<file path="config.mk">
export PLATFORM = sky130hd
export DESIGN_NAME = vc_tx_flat
export DESIGN_NICKNAME = d
export VERILOG_FILES = /design/src/rtl/vc_tx_pkg.sv /design/src/rtl/vc_tx_if.sv /design/src/rtl/vc_tx_fifo.sv /design/src/rtl/vc_tx.sv /design/src/flat_wrapper.sv
export SDC_FILE = /design/constraint.sdc
export NUM_CORES = 1
export LEC_CHECK = 0
export CAP_MARGIN = 20
export CORE_ASPECT_RATIO = 1.25
export CORE_MARGIN = 8
export CORE_UTILIZATION = 50
export DETAILED_ROUTE_END_ITERATION = 16
export HOLD_SLACK_MARGIN = 0.02
export PLACE_DENSITY = 0.72
export SETUP_SLACK_MARGIN = 0.02
export SLEW_MARGIN = 20
export SYNTH_ARGS = -nofsm -noshare
export SYNTH_HDL_FRONTEND = slang
export SYNTH_HIERARCHICAL = 1
export SYNTH_SLANG_ARGS = --single-unit
</file>
<file path="constraint.sdc">
create_clock -name clock -period 3.13 [get_ports clock]
set_input_delay 0.626 -clock clock [delete_from_list [all_inputs] [get_ports clock]]
set_output_delay 0.626 -clock clock [all_outputs]
set_load 0.01 [all_outputs]
</file>
<file path="src/rtl/vc_tx_pkg.sv">
// Shared constants and types for the virtual-channel transmitter.
package vc_tx_pkg;

    localparam int FLIT_SIZE        = 32;
    localparam int DEF_FIFO_DEPTH   = 4;
    localparam int DEF_DROP_TIMEOUT = 8;

    typedef logic [FLIT_SIZE-1:0] flit_t;

    typedef enum logic [1:0] {
        ST_IDLE      = 2'd0,
        ST_SEND      = 2'd1,
        ST_WAIT_DROP = 2'd2,
        ST_WAIT_RISE = 2'd3
    } tx_state_e;

endpackage

</file>
<file path="src/rtl/vc_tx_if.sv">
// Flit handshake between the local injector, the transmitter and the
// downstream virtual-channel buffer.
interface vc_tx_if;
    import vc_tx_pkg::*;

    flit_t in_flit;
    logic  in_valid;
    logic  in_ready;
    flit_t flit;
    logic  load;
    logic  down_credit;

    // Environment side: injector plus downstream buffer.
    modport master (
        output in_flit,
        output in_valid,
        input  in_ready,
        input  flit,
        input  load,
        output down_credit
    );

    // Transmitter side.
    modport slave (
        input  in_flit,
        input  in_valid,
        output in_ready,
        output flit,
        output load,
        input  down_credit
    );

endinterface

</file>
<file path="src/rtl/vc_tx_fifo.sv">
// Small circular flit FIFO; depth must be a power of two so the pointers
// wrap naturally. Head is presented combinationally on rdata.
module tx_fifo
    import vc_tx_pkg::*;
#(
    parameter int DEPTH = DEF_FIFO_DEPTH,
    parameter int WIDTH = FLIT_SIZE,
    localparam int PW   = (DEPTH > 1) ? $clog2(DEPTH) : 1,
    localparam int CW   = $clog2(DEPTH + 1)
) (
    input  logic             clock,
    input  logic             reset,
    input  logic             push,
    input  logic [WIDTH-1:0] wdata,
    input  logic             pop,
    output logic [WIDTH-1:0] rdata,
    output logic [CW-1:0]    count,
    output logic             full,
    output logic             empty
);

    logic [WIDTH-1:0] mem_q [DEPTH];
    logic [WIDTH-1:0] mem_d [DEPTH];
    logic [PW-1:0]    wr_ptr_q, wr_ptr_d;
    logic [PW-1:0]    rd_ptr_q, rd_ptr_d;
    logic [CW-1:0]    count_q, count_d;
    logic             do_push;
    logic             do_pop;

    assign full    = (count_q == CW'(DEPTH));
    assign empty   = (count_q == '0);
    assign count   = count_q;
    assign rdata   = mem_q[rd_ptr_q];
    assign do_push = push && !full;
    assign do_pop  = pop && !empty;

    // Next storage, pointer and occupancy; push+pop together leaves count alone.
    always_comb begin
        mem_d    = mem_q;
        wr_ptr_d = wr_ptr_q;
        rd_ptr_d = rd_ptr_q;
        count_d  = count_q;
        if (do_push) begin
            mem_d[wr_ptr_q] = wdata;
            wr_ptr_d        = wr_ptr_q + 1'b1;
        end
        if (do_pop) begin
            rd_ptr_d = rd_ptr_q + 1'b1;
        end
        case ({do_push, do_pop})
            2'b10:   count_d = count_q + 1'b1;
            2'b01:   count_d = count_q - 1'b1;
            default: count_d = count_q;
        endcase
    end

    // FIFO state registers.
    always_ff @(posedge clock or negedge reset) begin
        if (!reset) begin
            mem_q    <= '{default: '0};
            wr_ptr_q <= '0;
            rd_ptr_q <= '0;
            count_q  <= '0;
        end else begin
            mem_q    <= mem_d;
            wr_ptr_q <= wr_ptr_d;
            rd_ptr_q <= rd_ptr_d;
            count_q  <= count_d;
        end
    end

endmodule

</file>
<file path="src/rtl/vc_tx.sv">
// Virtual-channel transmitter: buffers flits from the local injector and
// forwards them one at a time to a downstream VC buffer, pacing each send
// on a full fall/rise cycle of the downstream credit.
//
// state        | meaning
// -------------+-----------------------------------------------------------
// ST_IDLE      | waiting for a queued flit and credit high; pops on exit
// ST_SEND      | load strobe is high for this single cycle
// ST_WAIT_DROP | waiting for credit to fall (downstream took the flit);
//              | bounded by DROP_TIMEOUT, expiry flags protocol_err
// ST_WAIT_RISE | waiting for credit to return high (downstream drained)
module vc_tx
    import vc_tx_pkg::*;
#(
    parameter int FIFO_DEPTH   = DEF_FIFO_DEPTH,
    parameter int DROP_TIMEOUT = DEF_DROP_TIMEOUT
) (
    input  logic        clock,
    input  logic        reset,
    vc_tx_if.slave      bus,
    output logic        busy,
    output logic        protocol_err,
    output logic [15:0] flits_sent
);

    localparam int CW = $clog2(FIFO_DEPTH + 1);
    localparam int TW = $clog2(DROP_TIMEOUT + 1);

    tx_state_e   state_q, state_d;
    logic [TW-1:0] timer_q, timer_d;
    flit_t       flit_q, flit_d;
    logic        load_q, load_d;
    logic        protocol_err_q, protocol_err_d;
    logic [15:0] flits_sent_q, flits_sent_d;

    flit_t       fifo_head;
    logic [CW-1:0] fifo_count;
    logic        fifo_full;
    logic        fifo_empty;
    logic        fifo_push;
    logic        fifo_pop;

    // Credit is only honoured as a send permission from IDLE; the credit
    // still reads high for a couple of cycles after a load, which WAIT_DROP
    // deliberately ignores so the same credit window never sends twice.
    assign bus.in_ready = (fifo_count < CW'(FIFO_DEPTH));
    assign fifo_push    = bus.in_valid && !fifo_full;
    assign fifo_pop     = (state_q == ST_IDLE) && !fifo_empty && bus.down_credit;

    tx_fifo #(
        .DEPTH (FIFO_DEPTH),
        .WIDTH (FLIT_SIZE)
    ) u_fifo (
        .clock (clock),
        .reset (reset),
        .push  (fifo_push),
        .wdata (bus.in_flit),
        .pop   (fifo_pop),
        .rdata (fifo_head),
        .count (fifo_count),
        .full  (fifo_full),
        .empty (fifo_empty)
    );

    // Next-state and registered-output logic for the send sequencer.
    always_comb begin
        state_d        = state_q;
        timer_d        = timer_q;
        flit_d         = flit_q;
        load_d         = 1'b0;
        protocol_err_d = protocol_err_q;
        flits_sent_d   = flits_sent_q;
        case (state_q)
            ST_IDLE: begin
                if (fifo_pop) begin
                    state_d      = ST_SEND;
                    flit_d       = fifo_head;
                    load_d       = 1'b1;
                    flits_sent_d = flits_sent_q + 16'd1;
                end
            end
            ST_SEND: begin
                state_d = ST_WAIT_DROP;
                timer_d = TW'(DROP_TIMEOUT);
            end
            ST_WAIT_DROP: begin
                if (!bus.down_credit) begin
                    state_d = ST_WAIT_RISE;
                    timer_d = '0;
                end else if (timer_q == '0) begin
                    state_d        = ST_WAIT_RISE;
                    protocol_err_d = 1'b1;
                end else begin
                    timer_d = timer_q - 1'b1;
                end
            end
            ST_WAIT_RISE: begin
                if (bus.down_credit) begin
                    state_d = ST_IDLE;
                end
            end
            default: begin
                state_d = ST_IDLE;
            end
        endcase
    end

    // Sequencer state and output registers.
    always_ff @(posedge clock or negedge reset) begin
        if (!reset) begin
            state_q        <= ST_IDLE;
            timer_q        <= '0;
            flit_q         <= '0;
            load_q         <= 1'b0;
            protocol_err_q <= 1'b0;
            flits_sent_q   <= 16'd0;
        end else begin
            state_q        <= state_d;
            timer_q        <= timer_d;
            flit_q         <= flit_d;
            load_q         <= load_d;
            protocol_err_q <= protocol_err_d;
            flits_sent_q   <= flits_sent_d;
        end
    end

    assign bus.flit     = flit_q;
    assign bus.load     = load_q;
    assign busy         = (state_q != ST_IDLE) || !fifo_empty;
    assign protocol_err = protocol_err_q;
    assign flits_sent   = flits_sent_q;

endmodule

</file>
<file path="src/flat_wrapper.sv">
// flat-port wrapper written by rule: the top's interface ports become plain ports
module vc_tx_flat import vc_tx_pkg::*;
#(
    parameter int FIFO_DEPTH   = DEF_FIFO_DEPTH,
    parameter int DROP_TIMEOUT = DEF_DROP_TIMEOUT
)
  (clock, reset, busy, protocol_err, flits_sent, bus_in_flit, bus_in_valid, bus_in_ready, bus_flit, bus_load, bus_down_credit);
  vc_tx_if bus_i ();
  input  logic clock;
  input  logic reset;
  output logic busy;
  output logic protocol_err;
  output logic [15:0] flits_sent;
  input wire logic [$bits(bus_i.in_flit)-1:0] bus_in_flit;
  input wire logic [$bits(bus_i.in_valid)-1:0] bus_in_valid;
  output wire logic [$bits(bus_i.in_ready)-1:0] bus_in_ready;
  output wire logic [$bits(bus_i.flit)-1:0] bus_flit;
  output wire logic [$bits(bus_i.load)-1:0] bus_load;
  input wire logic [$bits(bus_i.down_credit)-1:0] bus_down_credit;
  assign bus_i.in_flit = bus_in_flit;
  assign bus_i.in_valid = bus_in_valid;
  assign bus_in_ready = bus_i.in_ready;
  assign bus_flit = bus_i.flit;
  assign bus_load = bus_i.load;
  assign bus_i.down_credit = bus_down_credit;
  vc_tx #(.FIFO_DEPTH(FIFO_DEPTH), .DROP_TIMEOUT(DROP_TIMEOUT)) u_core (.clock(clock), .reset(reset), .bus(bus_i), .busy(busy), .protocol_err(protocol_err), .flits_sent(flits_sent));
endmodule
</file>
==> results.yml <==
grt:
  grt_first_pass_wirelength_um: 28700
  grt_overflow: 0
  grt_antenna_before_repair: 1
  grt_util_all_layers_pct: 17.3
  first_global_vias: 5427
  grt_max_degree: 90
worst_setup_path:
  critical_path.reg2reg.startpoint: "u_core/state_q[0]$_DFFE_PN0P_"
  ff2ff_setup_slack_ps: 810
  worstRegToRegCells: 11
  setup.worst_path.class: "register to output pin"
  cp.depth: 3
  cpMaxStageDelayCell: "sky130_fd_sc_hd__clkdlybuf4s50_1"
  crit_path_end_kind: "output pin"
  setup.worst_path.start_class: "register"
  critical_path.top_delay_family: "buffers and inverters"
  reg2reg_to: "u_core/u_fifo/count[2]$_DFFE_PN0P_"
  worstPathCellList: "nor3_1 > nand2_1 > clkdlybuf4s50_1"
  critical_path.max_stage_delay_ps: 500
  cp_data_arrival_time_ps: 1840
  worstPathMaxFanout: 4
  worst-path-buf-inv: 1
  crit_required_ps: 2500
place:
  routabilityCongestion: 0.781
  place.detailed.hpwl_um: 11200
  io_buffer_count: 87
die:
  starting_density_of_the_core_pct: 50.4
  num_rows: 53
  io-pin-count: 88
  core_area_sq_um: 16600
  floorplan.die.height_um: 160
  die_width_um: 132
  die_area_sq_um: 21100
clock_tree:
  clock_tree.htree_level_count: 4
  tritoncts: "built"
  cts.repair.resized: 0
  numCtsBuffers: 17
  cts.clk_slew.worst_paths_ps: 60
  numClockSinks: 191
  clock_tree.root_cell: "sky130_fd_sc_hd__clkbuf_16"
  clock_path_buffers: 2
  post-cts-setup-buffer-count: 0
  cts_hold_repair.buffers: 0
  clock_latency_ps: 430
detailed_routing:
  detail_route.wirelength_um: 17300
  drtPass1Iterations: 4
  detail-route-antenna-nets: 0
  via_count: 4899
  drt_iter0_markers: 219
  drc: 0
  avgRoutedWirePerCell_um: 18.9
  drt-vias-per-instance: 5.34
yosys:
  synthXorXnorAreaFrac_pct: 2.20
  synth_cell_types: 37
  avg_inst_size_synth_sq_um: 14.0
  post_synth_mux_area_share_pct: 26.5
  synth_seq_area_share_pct: 57.2
  ys_async_sr_fraction_pct: 100
  dominantRegCellSynth: "sky130_fd_sc_hd__dfrtp_1"
  area_fraction_in_and_or_nand_and_nor_cells_after_synthesis_pct: 7.81
  post_synthesis_cell_area_sq_um: 8350
  number_of_standard_cells_after_synthesis: 598
  synth.net_count: 648
  netlist.area_leader.share_pct: 57.2
  combinational_family_with_the_most_area_after_synthesis: "multiplexers"
  synth-seq-cells: 191
  synth_fa_ha_area_share_pct: 2.19
  synth_enable_flop_cells: 0
  yosys_warning_total: 6
  synthDominantAreaCellType: "sky130_fd_sc_hd__dfrtp_1"
  post_synthesis_compound_gate_area_fraction_pct: 0.884
  netlist_top_cells_area: "sky130_fd_sc_hd__dfrtp_1 57%, sky130_fd_sc_hd__mux2_2 18%, sky130_fd_sc_hd__mux4_2 8.6%, sky130_fd_sc_hd__nand2_1 5.2%, sky130_fd_sc_hd__ha_1 1.9%"
pwr:
  part_of_the_total_power_dissipated_in_combinational_logic_pct: 36.2
  power_frac_clock_pct: 22.5
  power_density_nw_per_um2: 1070
  switchingPower_mw: 3.25
  leakage_power_figure_nw: 4.42
  ir_worst_vdd_mv: 0.440
  seq_power_share_pct: 41.3
  swShare_pct: 30.1
  power_report.internal_total_mw: 7.57
timing:
  whs_ps: 56.6
  timing.setup.tns_ps: 0
  rsz0062_at_grt: "no"
  final.min_clock_period_ps: 2470
  finalHoldViolations: 0
  skew_ps: 8.92
  slew_viol_final: 0
  final.period_utilization_pct: 78.8
  timing.final.setup_violations: 0
  max-slew-margin-rel_pct: 38.4
  tightestPinTransition_ps: 924
  max_clock_freq_mhz: 405
job:
  cap_viol_max_count: 0
finish:
  layout-drive-gt1-share_pct: 31.0
  mostFrequentLayoutCell: "sky130_fd_sc_hd__dfrtp_1"
  sequential_cell_area_sq_um: 4780
  multi_input_area_sq_um: 3340
  final_net_count: 737
  final_cell_mix: "189 x sky130_fd_sc_hd__dfrtp_1, 131 x sky130_fd_sc_hd__mux2_2, 116 x sky130_fd_sc_hd__nand2_1, 86 x sky130_fd_sc_hd__clkdlybuf4s50_1, 32 x sky130_fd_sc_hd__mux4_2"
  n_antenna_cell: 0
  area.growth.synth_to_final_pct: 21.5
  fillers: 1260
hold_path:
  hold_path.class: "primary input to async pin"
outcome:
  status: "completed"
-- sequential cells by signal (all words and copies together) (netlist names) --
signal,count
u_core/u_fifo/mem_q,128
u_core/bus.flit,32
u_core/flits_sent,16
u_core/timer_q,4
u_core/u_fifo/count,3
u_core/state_q,2
u_core/u_fifo/rd_ptr_q,2
u_core/u_fifo/wr_ptr_q,2
u_core/bus.load,1
u_core/protocol_err,1
-- routing by layer --
| metal | up-vias | GRT usage [%] | share of wire (%) |
|---|---|---|---|
| met5 | - | 0 | 0.046 |
| met3 | 19 | 4.50 | 3.8 |
| met2 | 79 | 31.2 | 54 |
| met1 | 2562 | 19.6 | 41 |
| li1 | 2237 | - | - |
| met4 | 2 | 5.34 | 1.3 |
-- worst reg2reg max path: stages (launching register included) --
cell and delay, ps:
sky130_fd_sc_hd__dfrtp_1 400, sky130_fd_sc_hd__inv_1 130, sky130_fd_sc_hd__ha_1 260, sky130_fd_sc_hd__nand3b_2 130, sky130_fd_sc_hd__clkinv_1 70, sky130_fd_sc_hd__o31a_1 200, sky130_fd_sc_hd__ha_1 200, sky130_fd_sc_hd__inv_1 60
sky130_fd_sc_hd__fa_1 380, sky130_fd_sc_hd__xor2_1 150, sky130_fd_sc_hd__nor2_1 110, sky130_fd_sc_hd__xor2_1 150
-- logic make-up after synthesis --
family / after synthesis
DFF: 191
muxes: 165
and+or+nand+nor: 152
buffers and inverters: 44
xor gates and xnor gates: 21
adders and majority gates: 14
AOI/OAI and AO/OA: 11
-- worst max-delay path by stage --
stage	from	end
finish	u_core/u_fifo/count[1]$_DFFE_PN0P_	busy
CTS	u_core/u_fifo/count[1]$_DFFE_PN0P_	busy
global route	u_core/u_fifo/count[1]$_DFFE_PN0P_	busy
floorplan	u_core/state_q[0]$_DFFE_PN0P_	u_core/u_fifo/count[2]$_DFFE_PN0P_
detailed placement	bus_down_credit	u_core/u_fifo/count[2]$_DFFE_PN0P_
global placement	bus_down_credit	u_core/u_fifo/count[2]$_DFFE_PN0P_
-- cells in the mapped netlist (2+ instances only) --
cell,n
sky130_fd_sc_hd__nor2_1,11
sky130_fd_sc_hd__ha_1,13
sky130_fd_sc_hd__nand3_1,7
sky130_fd_sc_hd__nand2_1,116
sky130_fd_sc_hd__dfrtp_1,191
sky130_fd_sc_hd__buf_6,12
sky130_fd_sc_hd__o22ai_1,2
sky130_fd_sc_hd__and3_1,2
sky130_fd_sc_hd__xnor2_1,12
sky130_fd_sc_hd__inv_1,14
sky130_fd_sc_hd__buf_2,6
sky130_fd_sc_hd__clkbuf_1,11
sky130_fd_sc_hd__nor3_2,2
sky130_fd_sc_hd__xor2_1,9
sky130_fd_sc_hd__mux4_2,32
sky130_fd_sc_hd__o21ai_0,3
sky130_fd_sc_hd__nor3_1,4
sky130_fd_sc_hd__mux2i_1,2
sky130_fd_sc_hd__mux2_2,131
-- stage by stage --
step	setup slack, ps	std cells	power, mW	instance area (sq um)	utilization, %
after floorplan	413	598	7.10	8350	-
after global placement	432	888	8.22	9480	57.2
after detailed placement	366	888	8.48	9480	57.2
after CTS	633	917	10.9	10100	61.2
after global routing	554	917	11.5	10100	61.2
final	663	917	10.8	10100	61.2
-- power groups by stage --
stage	Clock (mW)	Sequential, mW	Combinational [mW]
global placement	0	4.40	3.82
CTS	2.47	4.48	3.98
global route	2.57	4.63	4.26
floorplan	0	4.23	2.87
finish	2.44	4.47	3.91
detailed placement	0	4.52	3.96
-- cell type report --
class	instances	area share, %
clock buffers	20	4.50
clock inverters	9	2.04
inverters	15	0.555
multi-input cells	363	32.9
flip-flops and latches	191	47.2
well taps	220	2.71
repair buffers	99	10.1
No activity file was read; power rests on OpenSTA's default activity.
